**config.mk**
```make
export PLATFORM = sky130hd
export DESIGN_NAME = easyaxi_rd_mst
export DESIGN_NICKNAME = d
export VERILOG_FILES = /design/src/rtl/easyaxi_pkg.sv /design/src/rtl/easyaxi_rd_slot.sv /design/src/rtl/easyaxi_rd_mst.sv
export SDC_FILE = /design/constraint.sdc
export NUM_CORES = 1
export LEC_CHECK = 0
export CAP_MARGIN = 20
export CORE_MARGIN = 3
export CORE_UTILIZATION = 55
export DETAILED_ROUTE_END_ITERATION = 12
export PLACE_DENSITY = 0.76
export SLEW_MARGIN = 10
export SYNTH_ARGS = -nofsm -noshare
export SYNTH_HDL_FRONTEND = slang
export SYNTH_SLANG_ARGS = --single-unit
```
**constraint.sdc**
```tcl
create_clock -name clk -period 14 [get_ports clk]
set_input_delay 2.1 -clock clk [delete_from_list [all_inputs] [get_ports clk]]
set_output_delay 2.1 -clock clk [all_outputs]
set_load 0.01 [all_outputs]
```
**src/rtl/easyaxi_pkg.sv**
```systemverilog
// Shared EasyAXI definitions: AXI channel widths and encodings, read-slot state
// encoding and the response-merge helper.
package easyaxi_pkg;

  localparam int AXI_ID_W    = 4;
  localparam int AXI_ADDR_W  = 32;
  localparam int AXI_DATA_W  = 32;
  localparam int AXI_LEN_W   = 8;
  localparam int AXI_SIZE_W  = 3;
  localparam int AXI_BURST_W = 2;
  localparam int AXI_RESP_W  = 2;

  localparam logic [AXI_SIZE_W-1:0] AXI_SIZE_1B = 3'd0;
  localparam logic [AXI_SIZE_W-1:0] AXI_SIZE_2B = 3'd1;
  localparam logic [AXI_SIZE_W-1:0] AXI_SIZE_4B = 3'd2;
  localparam logic [AXI_SIZE_W-1:0] AXI_SIZE_8B = 3'd3;

  localparam logic [AXI_BURST_W-1:0] AXI_BURST_FIXED = 2'd0;
  localparam logic [AXI_BURST_W-1:0] AXI_BURST_INCR  = 2'd1;
  localparam logic [AXI_BURST_W-1:0] AXI_BURST_WRAP  = 2'd2;

  localparam logic [AXI_RESP_W-1:0] AXI_RESP_OKAY   = 2'd0;
  localparam logic [AXI_RESP_W-1:0] AXI_RESP_EXOKAY = 2'd1;
  localparam logic [AXI_RESP_W-1:0] AXI_RESP_SLVERR = 2'd2;
  localparam logic [AXI_RESP_W-1:0] AXI_RESP_DECERR = 2'd3;

  typedef enum logic [1:0] {
    SLOT_FREE = 2'd0,
    SLOT_PEND = 2'd1,
    SLOT_OST  = 2'd2,
    SLOT_DONE = 2'd3
  } slot_state_e;

  // The numeric order of the encodings is also their severity order.
  function automatic logic [AXI_RESP_W-1:0] resp_merge(input logic [AXI_RESP_W-1:0] acc,
                                                        input logic [AXI_RESP_W-1:0] nxt);
    return (nxt > acc) ? nxt : acc;
  endfunction

endpackage

```
**src/rtl/easyaxi_rd_slot.sv**
```systemverilog
// One read tracking slot: lifecycle state, burst descriptor, beat counter,
// merged response and length-error flag.
module easyaxi_rd_slot
  import easyaxi_pkg::*;
#(
  parameter int ADDR_W = AXI_ADDR_W,
  parameter int LEN_W  = AXI_LEN_W
) (
  input  logic                   clk,
  input  logic                   rst,
  input  logic                   alloc,
  input  logic [ADDR_W-1:0]      alloc_addr,
  input  logic [LEN_W-1:0]       alloc_len,
  input  logic [AXI_SIZE_W-1:0]  alloc_size,
  input  logic [AXI_BURST_W-1:0] alloc_burst,
  input  logic                   ar_hs,
  input  logic                   beat,
  input  logic [AXI_RESP_W-1:0]  beat_resp,
  input  logic                   beat_last,
  input  logic                   rsp_hs,
  output logic [1:0]             state,
  output logic [ADDR_W-1:0]      addr,
  output logic [LEN_W-1:0]       len,
  output logic [AXI_SIZE_W-1:0]  size,
  output logic [AXI_BURST_W-1:0] burst,
  output logic [AXI_RESP_W-1:0]  resp,
  output logic                   lenerr
);

  localparam logic [LEN_W:0] CNT_MAX = '1;

  slot_state_e            state_q, state_d;
  logic [ADDR_W-1:0]      addr_q, addr_d;
  logic [LEN_W-1:0]       len_q, len_d;
  logic [AXI_SIZE_W-1:0]  size_q, size_d;
  logic [AXI_BURST_W-1:0] burst_q, burst_d;
  logic [LEN_W:0]         cnt_q, cnt_d;
  logic [AXI_RESP_W-1:0]  resp_q, resp_d;
  logic                   lenerr_q, lenerr_d;

  always_comb begin
    state_d  = state_q;
    addr_d   = addr_q;
    len_d    = len_q;
    size_d   = size_q;
    burst_d  = burst_q;
    cnt_d    = cnt_q;
    resp_d   = resp_q;
    lenerr_d = lenerr_q;
    case (state_q)
      SLOT_FREE: if (alloc) begin
        state_d  = SLOT_PEND;
        addr_d   = alloc_addr;
        len_d    = alloc_len;
        size_d   = alloc_size;
        burst_d  = alloc_burst;
        cnt_d    = '0;
        resp_d   = AXI_RESP_OKAY;
        lenerr_d = 1'b0;
      end
      SLOT_PEND: if (ar_hs) state_d = SLOT_OST;
      SLOT_OST: if (beat) begin
        if (cnt_q != CNT_MAX) cnt_d = cnt_q + 1'b1;
        resp_d = resp_merge(resp_q, beat_resp);
        // cnt_q counts beats before this one: last must land on index len,
        // and a non-last beat at index len overruns the burst.
        if (beat_last ? (cnt_q != {1'b0, len_q}) : (cnt_q == {1'b0, len_q}))
          lenerr_d = 1'b1;
        if (beat_last) state_d = SLOT_DONE;
      end
      SLOT_DONE: if (rsp_hs) state_d = SLOT_FREE;
      default: state_d = SLOT_FREE;
    endcase
  end

  always_ff @(posedge clk) begin
    if (rst) state_q <= SLOT_FREE;
    else     state_q <= state_d;
  end

  always_ff @(posedge clk) begin
    addr_q   <= addr_d;
    len_q    <= len_d;
    size_q   <= size_d;
    burst_q  <= burst_d;
    cnt_q    <= cnt_d;
    resp_q   <= resp_d;
    lenerr_q <= lenerr_d;
  end

  assign state  = state_q;
  assign addr   = addr_q;
  assign len    = len_q;
  assign size   = size_q;
  assign burst  = burst_q;
  assign resp   = resp_q;
  assign lenerr = lenerr_q;

endmodule

```
**src/rtl/easyaxi_rd_mst.sv**
```systemverilog
// AXI read master: in-order command slots, AR issue, RID-tagged beat forwarding
// and in-order completion status.
module easyaxi_rd_mst
  import easyaxi_pkg::*;
#(
  parameter int OST_DEPTH = 8,
  parameter int ID_W      = AXI_ID_W,
  parameter int ADDR_W    = AXI_ADDR_W,
  parameter int DATA_W    = AXI_DATA_W,
  parameter int LEN_W     = AXI_LEN_W,
  localparam int SLOT_W   = (OST_DEPTH > 1) ? $clog2(OST_DEPTH) : 1,
  localparam int CNT_W    = $clog2(OST_DEPTH) + 1
) (
  input  logic                   clk,
  input  logic                   rst,
  input  logic                   cmd_valid,
  output logic                   cmd_ready,
  input  logic [ADDR_W-1:0]      cmd_addr,
  input  logic [LEN_W-1:0]       cmd_len,
  input  logic [AXI_SIZE_W-1:0]  cmd_size,
  input  logic [AXI_BURST_W-1:0] cmd_burst,
  output logic                   axi_mst_arvalid,
  input  logic                   axi_mst_arready,
  output logic [ID_W-1:0]        axi_mst_arid,
  output logic [ADDR_W-1:0]      axi_mst_araddr,
  output logic [LEN_W-1:0]       axi_mst_arlen,
  output logic [AXI_SIZE_W-1:0]  axi_mst_arsize,
  output logic [AXI_BURST_W-1:0] axi_mst_arburst,
  input  logic                   axi_mst_rvalid,
  output logic                   axi_mst_rready,
  input  logic [ID_W-1:0]        axi_mst_rid,
  input  logic [DATA_W-1:0]      axi_mst_rdata,
  input  logic [AXI_RESP_W-1:0]  axi_mst_rresp,
  input  logic                   axi_mst_rlast,
  output logic                   dat_valid,
  output logic [SLOT_W-1:0]      dat_slot,
  output logic [DATA_W-1:0]      dat_data,
  output logic                   dat_last,
  output logic                   rsp_valid,
  input  logic                   rsp_ready,
  output logic [SLOT_W-1:0]      rsp_slot,
  output logic [AXI_RESP_W-1:0]  rsp_resp,
  output logic                   rsp_lenerr,
  output logic [CNT_W-1:0]       ost_cnt,
  output logic                   err_unexp
);

  localparam logic [ID_W-1:0] MAX_ID = ID_W'(OST_DEPTH - 1);

  function automatic logic [SLOT_W-1:0] ptr_inc(input logic [SLOT_W-1:0] p);
    return (p == SLOT_W'(OST_DEPTH - 1)) ? '0 : p + 1'b1;
  endfunction

  logic [1:0]             slot_state [OST_DEPTH];
  logic [ADDR_W-1:0]      slot_addr  [OST_DEPTH];
  logic [LEN_W-1:0]       slot_len   [OST_DEPTH];
  logic [AXI_SIZE_W-1:0]  slot_size  [OST_DEPTH];
  logic [AXI_BURST_W-1:0] slot_burst [OST_DEPTH];
  logic [AXI_RESP_W-1:0]  slot_resp  [OST_DEPTH];
  logic                   slot_lenerr[OST_DEPTH];

  logic [SLOT_W-1:0] alloc_q, alloc_d, req_q, req_d, head_q, head_d;
  logic [CNT_W-1:0]  ost_cnt_q, ost_cnt_d;
  logic              dat_valid_q, dat_valid_d, err_unexp_q, err_unexp_d;
  logic [SLOT_W-1:0] dat_slot_q, dat_slot_d;
  logic [DATA_W-1:0] dat_data_q, dat_data_d;
  logic              dat_last_q, dat_last_d;

  logic              cmd_hs, ar_hs, rsp_hs, rid_in_range, beat_ok;
  logic [SLOT_W-1:0] rid_slot;

  assign cmd_ready       = (slot_state[alloc_q] == SLOT_FREE);
  assign axi_mst_arvalid = (slot_state[req_q] == SLOT_PEND);
  assign rsp_valid       = (slot_state[head_q] == SLOT_DONE);
  assign axi_mst_rready  = 1'b1;

  assign cmd_hs = cmd_valid && cmd_ready;
  assign ar_hs  = axi_mst_arvalid && axi_mst_arready;
  assign rsp_hs = rsp_valid && rsp_ready;

  // A beat is only trusted when its RID names a slot that is waiting for data.
  assign rid_slot     = axi_mst_rid[SLOT_W-1:0];
  assign rid_in_range = (axi_mst_rid <= MAX_ID);
  assign beat_ok      = axi_mst_rvalid && rid_in_range && (slot_state[rid_slot] == SLOT_OST);

  // Payload is zeroed while idle so the bus shows a clean value after reset.
  assign axi_mst_arid    = axi_mst_arvalid ? ID_W'(req_q)       : '0;
  assign axi_mst_araddr  = axi_mst_arvalid ? slot_addr[req_q]  : '0;
  assign axi_mst_arlen   = axi_mst_arvalid ? slot_len[req_q]   : '0;
  assign axi_mst_arsize  = axi_mst_arvalid ? slot_size[req_q]  : '0;
  assign axi_mst_arburst = axi_mst_arvalid ? slot_burst[req_q] : '0;

  assign rsp_slot   = head_q;
  assign rsp_resp   = slot_resp[head_q];
  assign rsp_lenerr = slot_lenerr[head_q];

  for (genvar i = 0; i < OST_DEPTH; i++) begin : g_slot
    easyaxi_rd_slot #(
      .ADDR_W(ADDR_W),
      .LEN_W (LEN_W)
    ) u_slot (
      .clk        (clk),
      .rst        (rst),
      .alloc      (cmd_hs && (alloc_q == SLOT_W'(i))),
      .alloc_addr (cmd_addr),
      .alloc_len  (cmd_len),
      .alloc_size (cmd_size),
      .alloc_burst(cmd_burst),
      .ar_hs      (ar_hs && (req_q == SLOT_W'(i))),
      .beat       (beat_ok && (rid_slot == SLOT_W'(i))),
      .beat_resp  (axi_mst_rresp),
      .beat_last  (axi_mst_rlast),
      .rsp_hs     (rsp_hs && (head_q == SLOT_W'(i))),
      .state      (slot_state[i]),
      .addr       (slot_addr[i]),
      .len        (slot_len[i]),
      .size       (slot_size[i]),
      .burst      (slot_burst[i]),
      .resp       (slot_resp[i]),
      .lenerr     (slot_lenerr[i])
    );
  end

  always_comb begin
    alloc_d     = cmd_hs ? ptr_inc(alloc_q) : alloc_q;
    req_d       = ar_hs  ? ptr_inc(req_q)   : req_q;
    head_d      = rsp_hs ? ptr_inc(head_q)  : head_q;
    ost_cnt_d   = ost_cnt_q;
    if (cmd_hs && !rsp_hs)      ost_cnt_d = ost_cnt_q + 1'b1;
    else if (!cmd_hs && rsp_hs) ost_cnt_d = ost_cnt_q - 1'b1;
    dat_valid_d = beat_ok;
    err_unexp_d = axi_mst_rvalid && !beat_ok;
    dat_slot_d  = beat_ok ? rid_slot      : dat_slot_q;
    dat_data_d  = beat_ok ? axi_mst_rdata : dat_data_q;
    dat_last_d  = beat_ok ? axi_mst_rlast : dat_last_q;
  end

  always_ff @(posedge clk) begin
    if (rst) begin
      alloc_q     <= '0;
      req_q       <= '0;
      head_q      <= '0;
      ost_cnt_q   <= '0;
      dat_valid_q <= 1'b0;
      err_unexp_q <= 1'b0;
    end else begin
      alloc_q     <= alloc_d;
      req_q       <= req_d;
      head_q      <= head_d;
      ost_cnt_q   <= ost_cnt_d;
      dat_valid_q <= dat_valid_d;
      err_unexp_q <= err_unexp_d;
    end
  end

  always_ff @(posedge clk) begin
    dat_slot_q <= dat_slot_d;
    dat_data_q <= dat_data_d;
    dat_last_q <= dat_last_d;
  end

  assign ost_cnt   = ost_cnt_q;
  assign dat_valid = dat_valid_q;
  assign dat_slot  = dat_slot_q;
  assign dat_data  = dat_data_q;
  assign dat_last  = dat_last_q;
  assign err_unexp = err_unexp_q;

endmodule

```
* After elaboration in Yosys (flattened, before gate mapping)
Cells that the tools add are included.
** Word-level totals
- Bits in registers :: 523
- Bits of input ports :: 90
- Word-level logic and storage cells :: 536
- Output and inout port bits :: 101
** Operators by class
- Mux-type cells :: 185
- $lt $le $gt $ge :: 13
- Add/subtract/negate cells :: 13
- Equality and inequality tests :: 143
- Reduce and logical (&&, ||, !) cells :: 105
- Bitwise operators :: 4
** Operators with widths (count)
- $mux 9 :: 24
- $pmux 9 s2 :: 8
- $mux 2 :: 70
- $ne 2x1->1 const B :: 56
- $bmux 32 s3 :: 1
- $mux 32 :: 3
- $reduce_and 4->1 :: 24
- $add 9x1->9 const B :: 8
- $eq 9x8->1 :: 8
- $ne 9x8->1 :: 8
- $ne 9x9->1 const B :: 8
- $pmux 2 s4 :: 8
- $eq 3x3->1 const B :: 16
- $logic_and 1x1->1 :: 40
- $reduce_and 5->1 :: 8
- $bmux 2 s3 :: 6
- $eq 2x2->1 const B :: 18
- $mux 1 :: 34
- $pmux 2 s2 :: 8
- $bmux 8 s3 :: 1
- $eq 3x2->1 const B :: 8
- $mux 8 :: 3
- $mux 3 :: 7
- $eq 2x1->1 const B :: 9
- other kinds (18) :: 79

* Longest topological paths before layout
Gate-level depths: netlist of the first run.
- Depth in word-level cells :: 10
- Depth in mapped cells :: 13
- Depth with buffers taken out :: 12

* By module
From an unflattened synthesis of the first run, not the netlist that was laid out.
** Second synthesis, totals
- Cells, all modules :: 1562
- Area total of the unflattened synthesis :: 23789.1 um^2
** By module, submodules not included
- easyaxi_rd_slot at g_slot[0].u_slot ... :: cells an instance 132, seq. area each 1751.7 um^2, area an instance 2264.7 um^2, times used 5
- easyaxi_rd_mst :: cells an instance 515, seq. area each 1381.3 um^2, area an instance 5676.7 um^2, times used 1
- easyaxi_rd_slot at g_slot[6].u_slot :: cells an instance 129, seq. area each 1751.7 um^2, area an instance 2264.7 um^2, times used 1
- easyaxi_rd_slot at g_slot[5].u_slot :: cells an instance 129, seq. area each 1751.7 um^2, area an instance 2263.4 um^2, times used 1
- easyaxi_rd_slot at g_slot[7].u_slot :: cells an instance 129, seq. area each 1751.7 um^2, area an instance 2260.9 um^2, times used 1

* Least setup slack after synthesis of the first run
No wires, ideal clock.
- Kind :: in2reg
- From :: in cmd_valid
- To :: reg g_slot[6].u_slot.addr_q[0] (enable)
- Data arrival time :: 6.535 ns
- Required time :: 13.441 ns
- Library setup time :: 0.559 ns
- Path slack :: 6.906 ns
- Cell stages on the path :: 2
- Path buffers :: 0
- Cell sequence :: nand2_1 -> nor4_1
** Between the ends
- Word-level cells in the longest chain between the ends :: 3
** Ends and longest elaborated chain
- start: declaration :: RTL line easyaxi_rd_mst.sv:16 : input logic cmd_valid,
- $logic_and 1x1->1 :: RTL line easyaxi_rd_mst.sv:77 : assign cmd_hs = cmd_valid && cmd_ready;
- $logic_and 1x1->1 :: RTL line easyaxi_rd_mst.sv:104 : .alloc (cmd_hs && (alloc_q == SLOT_W'(i))),
- $reduce_and 2->1 (no line)
- end signal: assignment :: RTL line easyaxi_rd_slot.sv:82 : addr_q <= addr_d;
- end: declaration :: RTL line easyaxi_rd_slot.sv:33 : logic [ADDR_W-1:0] addr_q, addr_d;
Every way passes these cells.
A chain may end at the register's enable or synchronous reset.

* Worst setup path in the final report of the first run
- From :: reg req_q[0]
- To :: out axi_mst_araddr[22]
** Between the ends
- Word-level cells in the longest chain between the ends :: 6
- Elaborated cells between the ends (all ways) :: 9
- Those cells by class :: 1 x eq/ne; 7 x mux; 1 x bitwise
** Ends and longest elaborated chain
- start: declaration :: RTL line easyaxi_rd_mst.sv:62 : logic [SLOT_W-1:0] alloc_q, alloc_d, req_q, req_d, head_q, head_d;
- start signal: assignment :: RTL line easyaxi_rd_mst.sv:148 : req_q <= req_d;
- $not 3->4 (not written as such) * :: RTL line easyaxi_rd_mst.sv:73, easyaxi_rd_mst.sv:88
- $bmux 2 s3 :: RTL line easyaxi_rd_mst.sv:73 : assign axi_mst_arvalid = (slot_state[req_q] == SLOT_PEND);
- $mux 2 (not written as such) (2 in series) :: RTL line easyaxi_rd_mst.sv:73
- $eq 2x1->1 :: RTL line easyaxi_rd_mst.sv:73
- $mux 32 * :: RTL line easyaxi_rd_mst.sv:88 : assign axi_mst_araddr = axi_mst_arvalid ? slot_addr[req_q] : '0;
- end: declaration :: RTL line easyaxi_rd_mst.sv:25 : output logic [ADDR_W-1:0] axi_mst_araddr,
Mark *: on every way between the ends. The rest lies on a longest branch, timed or not. The select of a mux whose other input is x is not followed.

==> results of run 1 <==
-- flip-flops by register name (all words and copies together), names as in the netlist, 4 cells and up --
register / cells
ost_cnt: 4
g_slot.u_slot.lenerr: 8
g_slot.u_slot.size: 24
dat_data: 32
g_slot.u_slot.addr: 256
g_slot.u_slot.burst: 16
g_slot.u_slot.resp: 16
g_slot.u_slot.state: 16
g_slot.u_slot.len: 64
g_slot.u_slot.cnt_q: 72
-- metrics by stage --
stage	total power [mW]	utilization, %	setup slack (ps)	cell area [µm²]
6_report	4.82	66.3	7660	28100
4_1_cts	4.83	66.1	7210	28000
5_1_grt	5.04	66.3	7330	28100
3_3_place_gp	3.37	62.0	7930	26200
3_5_place_dp	3.40	62.0	7870	26200
2_1_floorplan	2.90	-	6910	23700
-- layer usage --
| layer | vias to the layer above | track usage (%) | wire length, µm |
|---|---|---|---|
| li1 | 6298 | - | - |
| met1 | 7014 | 32.4 | 21600 |
| met2 | 598 | 39.3 | 26500 |
| met3 | 132 | 6.10 | 4940 |
| met4 | 4 | 9.50 | 1910 |
| met5 | - | 0 | 29 |
-- synthesized netlist by cell type (all sizes together), types with 3 or more instances --
library cell	n
o21ai	37
nor3	8
clkbuf	27
a211oi	11
or2	9
dfxtp	31
o41ai	5
nand3	44
o31ai	13
edfxtp	492
a21oi	78
or3	11
inv	49
nor2	32
nor4	10
ha	93
mux4	104
nand2b	10
nor3b	4
and2	75
o211ai	3
nor2b	22
nand2	154
a21boi	12
xnor2	87
and3	27
xor2	28
buf	33
mux2i	15
nand4	18
-- layout make-up --
cell class	instances	area, µm²
sequential	523	15400
clock buffer	60	1370
tap	577	722
multi-input combinational	929	7930
inverter	51	194
clock inverter	33	378
timing repair buffer	205	2050
fill	2872	14300
-- report_power, final --
part	total, mW	switching (mW)	internal (mW)
registers	2.13	0.163	1.97
clock network	1.42	0.601	0.818
logic	1.27	0.705	0.562
total	4.82	1.47	3.35
-- worst paths after layout --
check,start,endpoint,slack (ps)
max,req_q[0],axi_mst_araddr[22],7660
min,ost_cnt[3],ost_cnt[3],480
max reg2reg,g_slot[5].u_slot.state[0],g_slot[3].u_slot.cnt_q[3],10070
min reg2reg,ost_cnt[3],ost_cnt[3],480
-- logic make-up after synthesis --
group,count (synthesis),share of synthesized area (%)
buffers and inverters,111,1.93
XOR/XNOR,115,4.24
AND/OR/NAND/NOR,430,9.20
flip-flops,523,64.8
multiplexers,121,10.6
adder cells (fa/ha/maj),94,4.98
AO/OA/AOI/OAI,167,4.18
other,2,0.0316
-- worst register-to-register path, stage by stage, from the launching register on --
cell	delay, ps
sky130_fd_sc_hd__dfxtp_1	400
sky130_fd_sc_hd__or2_2	320
sky130_fd_sc_hd__mux4_2	580
sky130_fd_sc_hd__o22ai_2	490
sky130_fd_sc_hd__and3_2	270
sky130_fd_sc_hd__buf_4	610
sky130_fd_sc_hd__a21oi_1	180
sky130_fd_sc_hd__a21oi_1	720
==> flow_metrics.tcl, run 1 <==
set metrics [dict create \
    run_status "finished, final reports clean" \
    cts_hold_repair_buffers 0 \
    post-synth-top-area-cell "sky130_fd_sc_hd__edfxtp_1" \
    numCtsBuffers 54 \
    number_of_antenna_violations_at_the_first_check_in_global_routing 2 \
    die-width_um 214 \
    critical-path-top-delay-family "buffers and inverters" \
    setup_violations 0 \
    synth.top_cell.area_share_pct 62.2 \
    wirelength_mm 55.0 \
    mappedNetlistNets 1747 \
    max_stage_delay_ps 910 \
    syn_area_per_cell_um2 15.2 \
    global_route_wire_length_before_repair_mm 84.1 \
    critPathSlowestCell "sky130_fd_sc_hd__dfxtp_4" \
    reg2regPathDepth 7 \
    syn-instance-count 1563 \
    criticalPathCategory "reg -> out" \
    netlist_area_um2 23700 \
    finalWorstPathRequiredPeriod_ps 6340 \
    layout.cells.non_filler 2378 \
    port_buffers 188 \
    postSynth.asyncResetShare_pct 0 \
    final_antenna_net_count 0 \
    core_area_um2 42300 \
    yosysSeqAreaShare_pct 64.8 \
    count_of_buffers_added_by_post_cts_timing_repair_for_setup 0 \
    die_area_um2 45700 \
    worstPathMaxFanout 46 \
    powerDensity_nw_per_um2 172 \
    layout_worst_path_cycle_share_pct 45.3 \
    ctsLongestPathBuffers 3 \
    first_pass_detailed_route_iteration_total 5 \
    dominant_cells_by_area_after_synthesis "sky130_fd_sc_hd__edfxtp_1 62%, sky130_fd_sc_hd__mux4_2 9.8%, sky130_fd_sc_hd__ha_1 4.9%" \
    synth_top_flop_cell "sky130_fd_sc_hd__edfxtp_1" \
    crit_buf_inv 3 \
    cp.required_ps 11900 \
    worst_hold_path.num_cells 2 \
    ys_ff_latch 523 \
    synth-edff-count 492 \
    hold_viol_final 0 \
    cts_resized 0 \
    clk_root_buffer_cell "sky130_fd_sc_hd__clkbuf_16" \
    synthToLayoutAreaGrowth_pct 18.1 \
    finalHoldWorstSlack_ps 484 \
    crit_path_start_kind "flip-flop" \
    synthesis_warning_total 0 \
    initialDrtViolationCount 1404 \
    grt_remaining_overflow 0 \
    drive_gt1_share_pct 12.7 \
    timing.max_cap.violations 0 \
    synth.lib_cells_used.distinct 58 \
    worst_pin_slew_ps 924 \
    detailed_place_hpwl_mm 35.0 \
    routed_via_density 5.91 \
    io_pins 191 \
    numClockSinks 523 \
    ir_drop_mv 0.154 \
    max-slew-margin-rel_pct 38.4 \
    path_depth 7 \
    tritoncts "done" \
    gp_congestion 0.933 \
    place_inst 2282 \
    setup_tns_ps 0 \
    kind_of_capture_point_of_the_worst_setup_path "output port" \
    cts.reportedPaths.clkPinSlew_ps 60 \
    slew_violations 0 \
    remaining_drc_errors 0 \
    die_h_um 214 \
    clock_insertion_delay_at_the_later_pin_of_the_skew_report_ps 630 \
    htree_num_levels 2 \
    finalClockSkew_ps 39.6 \
    crit_chain "clkinv_1 > mux2_2 > o211ai_1 > nand2_2 > buf_12 > a21oi_1 > clkdlybuf4s50_1" \
    grt_use_total_pct 24.4 \
    layout_commonest_cell "sky130_fd_sc_hd__edfxtp_1" \
    routedWlPerCell_um 23.1 \
    static-leakage-power_nw 9.49 \
    diodes 0 \
    grt_pass1_vias 14500 \
    cp.arrival_ps 4240 \
    grt_start_max_net_pins 62 \
    rows 75 \
    grt_setup_unrepaired "no" \
    commonest_cells_after_routing_fill_and_taps_aside "492 x sky130_fd_sc_hd__edfxtp_1, 188 x sky130_fd_sc_hd__clkdlybuf4s50_1, 151 x sky130_fd_sc_hd__nand2_1, 103 x sky130_fd_sc_hd__mux4_2, 93 x sky130_fd_sc_hd__ha_1" \
    max_freq_mhz 158 \
    routed-via-count 14000 \
    min_path_type "reg -> reg" \
    initial_utilization_pct 56.1 \
    net_count_reported_at_finish 1948 \
]
No activity file was read; power rests on OpenSTA's default activity.
==> run 2, diff against run 1 <==
--- a/config.mk
+++ b/config.mk
@@ -7,9 +7,9 @@
 export LEC_CHECK = 0
 export CAP_MARGIN = 20
 export CORE_MARGIN = 3
-export CORE_UTILIZATION = 55
+export CORE_UTILIZATION = 53
 export DETAILED_ROUTE_END_ITERATION = 12
-export PLACE_DENSITY = 0.76
+export PLACE_DENSITY = 0.77
 export SLEW_MARGIN = 10
 export SYNTH_ARGS = -nofsm -noshare
 export SYNTH_HDL_FRONTEND = slang
==> constraint.sdc (replaced) <==
create_clock -name clk -period 5.2 [get_ports clk]
set_input_delay 0.78 -clock clk [delete_from_list [all_inputs] [get_ports clk]]
set_output_delay 0.78 -clock clk [all_outputs]
set_load 0.01 [all_outputs]
==> flow_metrics.tcl, run 2 (synthesis gave the netlist of run 1 again) <==
set metrics [dict create \
    report.power.total_mw 12.8 \
    die-width_um 218 \
    numCtsBuffers 53 \
    initial_utilization_pct 54.4 \
    grt_use_total_pct 23.4 \
    ctsLongestPathBuffers 3 \
    finalClockSkew_ps 21.9 \
    detailed_place_hpwl_mm 35.7 \
    max_freq_mhz 213 \
    io_pins 191 \
    slew_violations 0 \
    commonest_cells_after_routing_fill_and_taps_aside "492 x sky130_fd_sc_hd__edfxtp_1, 188 x sky130_fd_sc_hd__clkdlybuf4s50_1, 151 x sky130_fd_sc_hd__nand2_1, 103 x sky130_fd_sc_hd__mux4_2, 93 x sky130_fd_sc_hd__ha_1" \
    cts.reportedPaths.clkPinSlew_ps 60 \
    setup_tns_ps 0 \
    clock_insertion_delay_at_the_later_pin_of_the_skew_report_ps 620 \
    critPathSlowestCell "sky130_fd_sc_hd__dfxtp_4" \
    die_h_um 218 \
    drive_gt1_share_pct 13.1 \
    cts_hold_repair_buffers 0 \
    criticalPathCategory "reg -> out" \
    worst_hold_startpoint "ost_cnt[3]" \
    fin_area_um2 28000 \
    largest_register_ffs 256 \
    synthToLayoutAreaGrowth_pct 18.0 \
    routed_via_density 5.82 \
    grt_start_max_net_pins 51 \
    clk_root_buffer_cell "sky130_fd_sc_hd__clkbuf_16" \
    place_inst 2296 \
    postLayoutCoreUtil_pct 64.2 \
    core_area_um2 43600 \
    min_path_type "reg -> reg" \
    setup_violations 0 \
    die_area_um2 47400 \
    remaining_drc_errors 0 \
    max-slew-margin-rel_pct 35.3 \
    layout_commonest_cell "sky130_fd_sc_hd__edfxtp_1" \
    net_count_reported_at_finish 1951 \
    routed-via-count 14000 \
    hold_viol_final 0 \
    finalWorstPathRequiredPeriod_ps 4690 \
    cp.arrival_ps 3910 \
    powerDensity_nw_per_um2 456 \
    grt_setup_unrepaired "no" \
    ir_drop_mv 0.403 \
    timing.max_cap.violations 0 \
    grt_pass1_vias 14300 \
    crit_path_start_kind "flip-flop" \
    routedWlPerCell_um 22.8 \
    launching_instance_or_port_of_the_critical_path "req_q[0]" \
    first_pass_detailed_route_iteration_total 5 \
    layout_worst_path_cycle_share_pct 90.3 \
    port_buffers 188 \
    static-leakage-power_nw 9.49 \
    global_route_wire_length_before_repair_mm 84.3 \
    worst_pin_slew_ps 970 \
    wirelength_mm 54.6 \
    layout.cells.non_filler 2397 \
    htree_num_levels 2 \
    regToRegStartpoint "rsp_slot[0]" \
    initialDrtViolationCount 1569 \
    numClockSinks 523 \
    final_antenna_net_count 0 \
    rows 76 \
    number_of_antenna_violations_at_the_first_check_in_global_routing 2 \
    grt_remaining_overflow 0 \
    kind_of_capture_point_of_the_worst_setup_path "output port" \
    worstPathMaxFanout 28 \
    crit_chain "clkinv_1 > mux2_2 > o211ai_1 > nand2_2 > buf_4 > a21oi_1 > clkdlybuf4s50_1" \
    cp.required_ps 4420 \
    run_status "finished, final reports clean" \
    gp_congestion 0.909 \
    max_stage_delay_ps 630 \
    tritoncts "done" \
    placed_area_um2 26300 \
]
## run 2: final cells by class
class | instances | area (µm²)
fill | 3129 | 15600
sequential | 523 | 15400
multi-input combinational | 929 | 7940
timing repair buffer | 209 | 2050
clock buffer | 58 | 1350
tap | 585 | 732
clock inverter | 40 | 350
inverter | 51 | 194
antenna | 2 | 5.00
## run 2: per-layer routing
metal	wire length (µm)	part of all wire, %	track usage [%]
met2	25900	47	37.8
met1	22400	41	32.0
met3	4540	8.3	4.95
met5	15	0.027	0
met4	1720	3.2	8.11
## run 2: critical path, delay by kind of cell (launching register included)
kind                   cells  cell delay, ps
AO/OA/AOI/OAI              2             510
buffers and inverters      3            1350
flip-flops                 1             630
multiplexers               1             380
AND/OR/NAND/NOR            1             420
## run 2: report_power, final
group          internal, mW  leakage [nW]  switching, mW
Combinational          1.50          3.88           1.88
Sequential             5.29          4.77          0.425
Clock                  2.05         0.835           1.64
Total                  8.84          9.49           3.94
## run 2: timing repair
action | in CTS | in global routing
endpoints found under the setup margin | 0 | 28
gates resized for setup | 0 | 0
setup buffers | 0 | 1
## run 2: path summary, 6_finish.rpt
path              depth (start not counted)  slack [ps]                 end
hold reg to reg                           2         520          ost_cnt[3]
setup / recovery                          7         510  axi_mst_araddr[20]
hold / removal                            2         520          ost_cnt[3]
setup reg to reg                         12        1680          ost_cnt[3]
## run 2: through the flow
step | setup slack (ps) | hold WS (ps)
3_3_place_gp | 876 | 472
2_1_floorplan | -889 | 503
6_report | 505 | 518
3_5_place_dp | 762 | 510
5_1_grt | 215 | 547
4_1_cts | 114 | 518
